### config.mk
export PLATFORM = sky130hd
export DESIGN_NAME = load_store_unit
export DESIGN_NICKNAME = d
export VERILOG_FILES = /design/src/rtl/load_store_unit_pkg.sv /design/src/rtl/load_store_unit_lane_align.sv /design/src/rtl/load_store_unit.sv
export SDC_FILE = /design/constraint.sdc
export NUM_CORES = 1
export LEC_CHECK = 0
export CAP_MARGIN = 20
export CORE_ASPECT_RATIO = 0.5
export CORE_MARGIN = 2
export CORE_UTILIZATION = 53
export CTS_BUF_LIST = sky130_fd_sc_hd__clkbuf_4
export DETAILED_ROUTE_END_ITERATION = 10
export GPL_TIMING_DRIVEN = 0
export MAX_ROUTING_LAYER = met4
export PLACE_DENSITY = 0.89
export SLEW_MARGIN = 20
export SYNTH_ARGS = -nofsm -noshare
export SYNTH_HDL_FRONTEND = slang
export SYNTH_SLANG_ARGS = --single-unit
### constraint.sdc
create_clock -name clk -period 12 [get_ports clk]
set_input_delay 3.6 -clock clk [delete_from_list [all_inputs] [get_ports clk]]
set_output_delay 3.6 -clock clk [all_outputs]
set_load 0.1 [all_outputs]
### src/rtl/load_store_unit_pkg.sv
// load_store_unit_pkg: shared constants, state encoding and request decoding for the load/store unit.
package load_store_unit_pkg;

  localparam int XLEN = 32;

  localparam logic [2:0] F3_B  = 3'b000;
  localparam logic [2:0] F3_H  = 3'b001;
  localparam logic [2:0] F3_W  = 3'b010;
  localparam logic [2:0] F3_BU = 3'b100;
  localparam logic [2:0] F3_HU = 3'b101;

  typedef enum logic [1:0] {
    S_IDLE,
    S_ACCESS,
    S_WRITE,
    S_RESP
  } lsu_state_t;

  // Illegal width code or an address not aligned to the access width.
  function automatic logic req_is_err(input logic [2:0] f3, input logic st, input logic [1:0] a);
    logic ill;
    logic mis;
    ill = st ? (f3 > F3_W) : (f3 == 3'b011 || f3[2:1] == 2'b11);
    mis = (f3[1:0] == 2'b01 && a[0]) || (f3[1:0] == 2'b10 && a != 2'b00);
    return ill || mis;
  endfunction

endpackage

### src/rtl/load_store_unit_lane_align.sv
// lsu_lane_align: extracts and extends a load lane from a word, and merges store data into a word.
module lsu_lane_align
  import load_store_unit_pkg::*;
(
  input  logic [XLEN-1:0] i_word,
  input  logic [1:0]      i_addr,
  input  logic [2:0]      i_funct3,
  input  logic [XLEN-1:0] i_wdata,
  output logic [XLEN-1:0] o_load,
  output logic [XLEN-1:0] o_merged
);

  logic [4:0]      w_sh;
  logic [XLEN-1:0] w_lane;
  logic [XLEN-1:0] w_mask;

  always_comb begin
    w_sh     = (i_funct3[1:0] == 2'b01) ? {i_addr[1], 4'b0000} : {i_addr, 3'b000};
    w_lane   = i_word >> w_sh;
    w_mask   = (i_funct3[1:0] == 2'b00) ? 32'h0000_00FF :
               (i_funct3[1:0] == 2'b01) ? 32'h0000_FFFF : '1;
    // funct3[2] selects zero extension for the unsigned loads
    o_load   = (i_funct3[1:0] == 2'b00) ? {{24{w_lane[7] & ~i_funct3[2]}}, w_lane[7:0]} :
               (i_funct3[1:0] == 2'b01) ? {{16{w_lane[15] & ~i_funct3[2]}}, w_lane[15:0]} : w_lane;
    o_merged = (i_word & ~(w_mask << w_sh)) | ((i_wdata & w_mask) << w_sh);
  end

endmodule

### src/rtl/load_store_unit.sv
// load_store_unit: RV32I load/store sequencer with read-modify-write for sub-word stores.
module load_store_unit
  import load_store_unit_pkg::*;
(
  input  logic            clk,
  input  logic            rst,
  input  logic            req_valid,
  output logic            req_ready,
  input  logic [2:0]      req_funct3,
  input  logic            req_store,
  input  logic [XLEN-1:0] req_addr,
  input  logic [XLEN-1:0] req_wdata,
  output logic            resp_valid,
  output logic [XLEN-1:0] resp_rdata,
  output logic            resp_err,
  output logic            mem_we,
  output logic [XLEN-1:0] mem_a,
  output logic [XLEN-1:0] mem_wd,
  input  logic [XLEN-1:0] mem_rd
);

  lsu_state_t      r_state;
  lsu_state_t      w_next;
  logic [2:0]      r_f3;
  logic            r_store;
  logic            r_err;
  logic [XLEN-1:0] r_addr;
  logic [XLEN-1:0] r_wdata;
  logic [XLEN-1:0] r_word;
  logic            w_accept;
  logic            w_req_err;
  logic            w_sw;
  logic [XLEN-1:0] w_load;
  logic [XLEN-1:0] w_merged;

  assign w_accept  = req_valid && req_ready;
  assign w_req_err = req_is_err(req_funct3, req_store, req_addr[1:0]);
  assign w_sw      = r_store && r_f3 == F3_W;

  lsu_lane_align u_align (
    .i_word   (r_word),
    .i_addr   (r_addr[1:0]),
    .i_funct3 (r_f3),
    .i_wdata  (r_wdata),
    .o_load   (w_load),
    .o_merged (w_merged)
  );

  always_ff @(posedge clk or posedge rst) begin
    if (rst) begin
      r_state <= S_IDLE;
      r_f3    <= '0;
      r_store <= 1'b0;
      r_err   <= 1'b0;
      r_addr  <= '0;
      r_wdata <= '0;
      r_word  <= '0;
    end else begin
      r_state <= w_next;
      if (w_accept) begin
        r_f3    <= req_funct3;
        r_store <= req_store;
        r_err   <= w_req_err;
        r_addr  <= req_addr;
        r_wdata <= req_wdata;
      end
      if (r_state == S_ACCESS) r_word <= mem_rd;
    end
  end

  always_comb begin
    w_next = r_state;
    case (r_state)
      S_IDLE:   w_next = w_accept ? (w_req_err ? S_RESP : S_ACCESS) : S_IDLE;
      S_ACCESS: w_next = (r_store && !w_sw) ? S_WRITE : S_RESP;
      S_WRITE:  w_next = S_RESP;
      S_RESP:   w_next = S_IDLE;
      default:  w_next = S_IDLE;
    endcase
  end

  // Outputs decode from the state register so reset clears them without a clock.
  always_comb begin
    req_ready  = r_state == S_IDLE;
    resp_valid = r_state == S_RESP;
    resp_err   = resp_valid && r_err;
    resp_rdata = (resp_valid && !r_store && !r_err) ? w_load : '0;
    mem_we     = (r_state == S_ACCESS && w_sw) || r_state == S_WRITE;
    mem_a      = (r_state == S_ACCESS || r_state == S_WRITE) ? {r_addr[XLEN-1:2], 2'b00} : '0;
    mem_wd     = (r_state == S_ACCESS && w_sw) ? r_wdata : (r_state == S_WRITE) ? w_merged : '0;
  end

endmodule

After elaboration in Yosys (flattened, before gate mapping)
Index checks and enable logic that the tools add are counted.
- output and inout port bits: 100
- input port bits: 103
- word-level logic and storage cells: 61
- flip-flop bits (word level): 103
- shift-type cells: 3
- $lt $le $gt $ge: 1
- eq/ne operators: 9
- bitwise logic cells: 7
- reductions and logical operators: 20
- mux-type cells: 14
- operator list (operator ; count):
    $mux W32 ; 8
    $and A32 B32 Y32 ; 2
    $shl A32 B5 Y32 ; 2
    $not A32 Y32 ; 1
    $or A32 B32 Y32 ; 1
    $shr A32 B5 Y32 ; 1
    $logic_and A1 B1 Y1 ; 9
    $eq A2 B2 Y1 const B ; 4
    $pmux W2 S4 ; 1
    $eq A2 B1 Y1 const B ; 3
    $eq A3 B2 Y1 const B ; 2
    $logic_or A1 B1 Y1 ; 5
    $logic_not A2 Y1 ; 2
    $mux W2 ; 2
    $mux W4 ; 1
    $gt A3 B2 Y1 const B ; 1
    $logic_not A1 Y1 ; 3
    $and A1 B1 Y1 ; 2
    $mux W1 ; 2
    $reduce_bool A2 Y1 ; 1
    $not A1 Y1 ; 1

Longest topological paths before layout
- depth in word-level cells: 9
- mapped depth: 8
- gate-level depth less buffers: 6

By module
A second synthesis with hierarchy kept.
- cell total of the unflattened synthesis: 649
- area total of the unflattened synthesis: 6622.6 um^2
- by module, submodules not included (module ; cells each ; seq. area each (um^2) ; area each (um^2) ; instances):
    load_store_unit ; 412 ; 2577.5 ; 5014.8 ; 1
    lsu_lane_align ; 237 ; 0.0 ; 1607.8 ; 1

Worst setup path after synthesis
OpenSTA, ideal clock, no wires.
- path kind: register -> output
- start point: reg r_state[0]
- end point: out resp_rdata[10]
- cell stages (with the launch flop): 5
- buffers on the path: 1
- path slack: 4451 ps
- data arrival time: 3949 ps
- required time: 8400 ps
- cell sequence: dfrtp_1 ha_1 nand2_1 clkbuf_1 a211oi_1
- word-level cells in the longest chain between the ends: 4
- RTL lines (what ; line ; source):
    start: declaration ; load_store_unit.sv:22 ; lsu_state_t r_state;
    start signal: assignment ; load_store_unit.sv:59 ; r_state <= w_next;
    $eq A2 B2 Y1 ; load_store_unit.sv:85 ; resp_valid = r_state == S_RESP;
    net resp_valid ; load_store_unit.sv:13 ; output logic resp_valid,
    $logic_and A1 B1 Y1 (2 in a row) ; load_store_unit.sv:87 ; resp_rdata = (resp_valid && !r_store && !r_err) ? w_load : '0;
    $mux W32 ; load_store_unit.sv:87 ;
    end: declaration ; load_store_unit.sv:14 ; output logic [XLEN-1:0] resp_rdata,
The timed path passes the listed nets, and every way through them passes these cells.

Final worst setup path
- start point: reg r_state[1]
- end point: out mem_wd[28]
- word-level cells in the longest chain between the ends: 3
- elaborated cells on any way between the ends: 5
- classes of those cells: eq/ne: 2; mux: 2; reduce/logical: 1
- RTL lines (what ; line ; source):
    $eq A2 B2 Y1 / $eq A2 B1 Y1 (equally long branches) ; load_store_unit.sv:90 ; mem_wd = (r_state == S_ACCESS && w_sw) ? r_wdata : (r_state == S_WRITE) ? w_merged : '0;
    $mux W32 / $logic_and A1 B1 Y1 (equally long branches) ; load_store_unit.sv:90 ;
    $mux W32 * ; load_store_unit.sv:90 ;
    end: declaration ; load_store_unit.sv:18 ; output logic [XLEN-1:0] mem_wd,
Every way passes the cells marked *; elsewhere a longest branch is shown, timed or not.

==> reports/results.ini <==
[synth]
synthArstFlopShare_pct=100
avgSynthCellArea_um2=10.1
ys_seq_area_share_pct=39.1
synth_edf_count=0
synth.distinct_cells=49
yosysWarnings=0
syn_inst=653
syn_area_mm2=0.00659
ys.flop_type=dfrtp_1
synth.area.top_cells=dfrtp_1 (39%), mux2_2 (17%), mux2i_1 (3.9%)
synth_top_area_cell=dfrtp_1
synth_top_area_share_pct=39.1
ys_seq_elements=103

[sta]
tns_ns=0
period_share_pct=62.0
finClkSkew_ns=0.0229
finalMaxSlewViolations=0
rsz0062_at_grt=false
tightest_slew_ns=1.01
max_freq_mhz=134
finalCriticalPeriod_ns=7.44
maxSlewHeadroom_pct=32.4
final-setup-viol-count=0
hold_viol_final=0

[finish]
drive_gt1_share_pct=19.5
layout_common_cells=clkdlybuf4s50_1 (200), dfrtp_1 (103), mux2_2 (102), nand2_1 (53), o21ai_0 (47)
final_common_cell=clkdlybuf4s50_1
syn_to_final_growth_pct=36.2
nets=974
fin_area_mm2=0.00898

[global_route]
grt_overflow=0
first_global_vias=6496
antenna_found_initial=0
grt_use_total_pct=37.4
grt_pass1_wl_mm=37.2
grt_max_degree=67

[route]
vias=6456
wire_per_inst_um=23.3
dr.pass1.iters=5
drt-initial-drc-count=749
drcViolationCount=0
vias_per_cell=6.23
ant_nets=0
drt_wl_total_mm=24.1

[critical_path]
crit_chain=inv_1 > ha_1 > clkbuf_1 > nand3_1 > nand2_1 > buf_2 > o21ai_0 > clkdlybuf4s50_1
r2r_cells=5
path_max_fanout=10
cp_top_family=buffers and inverters
setup.worst_path.end_class=output pin
crit_path_start_kind=flip-flop
cp_slowest_cell=clkdlybuf4s50_1
cp.depth=8
cp_slowest_stage_delay_ns=0.99
arrival_ns=3.84
worst-path-buf-inv=4
crit_type=flip-flop to output pin
critical_path_required_ns=8.40

[clock_tree]
post_cts_resized=0
path_clk_slew_ns=0.17
h-tree-depth=3
clk_latency_ns=0.49
cts_tree=yes
clockBufferDepth=2
clockRootBuffer=clkbuf_4
hold_buffers=0
cts_made_buffers=9
postCtsSetupBuffers=0
clock_sinks=103

[hold_path]
hold_depth=1
hp-class=flip-flop to flip-flop

[run]
maxCapViolations=0

[die]
die-width_um=162
num_io_pins=203
start_util_pct=55.0
die-area_mm2=0.0134
fp.dieH_um=82.9
rows=28
coreArea_mm2=0.0120

[place]
placed_area_mm2=0.00884
place.gp.congestion=1.04
dp_hpwl_mm=18.5
io_buffers=200

[outcome]
outcome=complete, no violations

-- area by class of cell --
cell class	instances	area, um2
tap	165	206
inverter	6	27.5
buffer	61	317
fill	853	3010
sequential	103	2580
multi-input combinational	484	3680
timing repair buffer	201	2030
antenna	1	2.50
clock buffer	10	75.1
clock inverter	6	62.6
-- through the flow --
step           instances  hold WS (ns)  utilization, %  setup WS [ns]
6_report            1037         0.522            74.9           4.56
5_1_grt             1036         0.549            74.9           4.34
4_1_cts             1036         0.523            74.9           4.64
3_5_place_dp        1020         0.486            73.7           5.21
3_3_place_gp        1019         0.478            73.5           4.24
2_1_floorplan        654         0.465               -           4.45
-- Yosys cell counts, types with 16 or more instances --
library cell    n
a211oi_1       25
a21oi_1        25
and2_1         33
buf_2          22
clkbuf_1       21
dfrtp_1       103
mux2_2        102
mux2i_1        26
nand2_1        53
nor2_1         20
o21a_1         16
o21ai_0        47
-- flip-flops by register name, indices dropped and copies added (netlist names) --
signal / cells
r_store: 1
r_f3: 3
r_word: 32
r_wdata: 32
r_state: 2
r_err: 1
r_addr: 32
-- cells by family (layout without fill, tap and decap cells) --
group	count (synthesis)	after routing	synth area share, %
other cells	1	3	0.0569
fa+ha+maj	5	5	0.949
simple gates	162	162	12.7
flops	103	103	39.1
compound gates	180	180	18.2
mux	135	135	23.8
buf+inv	67	284	5.14
-- worst reg2reg max path, stage by stage, from the launching register on --
cell and delay (ns):
dfrtp_1 0.43, inv_1 0.11, ha_1 0.15, clkbuf_1 0.47, buf_1 0.59, mux2_2 0.41
-- routing by layer --
layer	vias to the layer above	GRT usage (%)	share of wire, %
met5	-	-	0
met4	0	8.45	1.8
met3	57	13.0	13
met2	414	55.0	44
met1	3163	50.2	41
li1	2822	-	-
-- final timing paths --
| check | from | end | slack, ns |
|---|---|---|---|
| worst max-delay path | r_state[1]$_DFF_PP0_ | mem_wd[28] | 4.56 |
| worst min-delay path | r_addr[16]$_DFFE_PP0P_ | r_addr[16]$_DFFE_PP0P_ | 0.52 |
| worst max register to register | r_state[1]$_DFF_PP0_ | r_word[18]$_DFFE_PP0P_ | 9.73 |
| worst min register to register | r_addr[16]$_DFFE_PP0P_ | r_addr[16]$_DFFE_PP0P_ | 0.52 |
| max in group asynchronous | rst | r_word[18]$_DFFE_PP0P_ | 7.85 |
| min in group asynchronous | rst | r_addr[26]$_DFFE_PP0P_ | 3.46 |
Power is left out: the tool's default activity adds up to more than one toggle a clock period on the data nets, which glitch-free logic cannot reach.
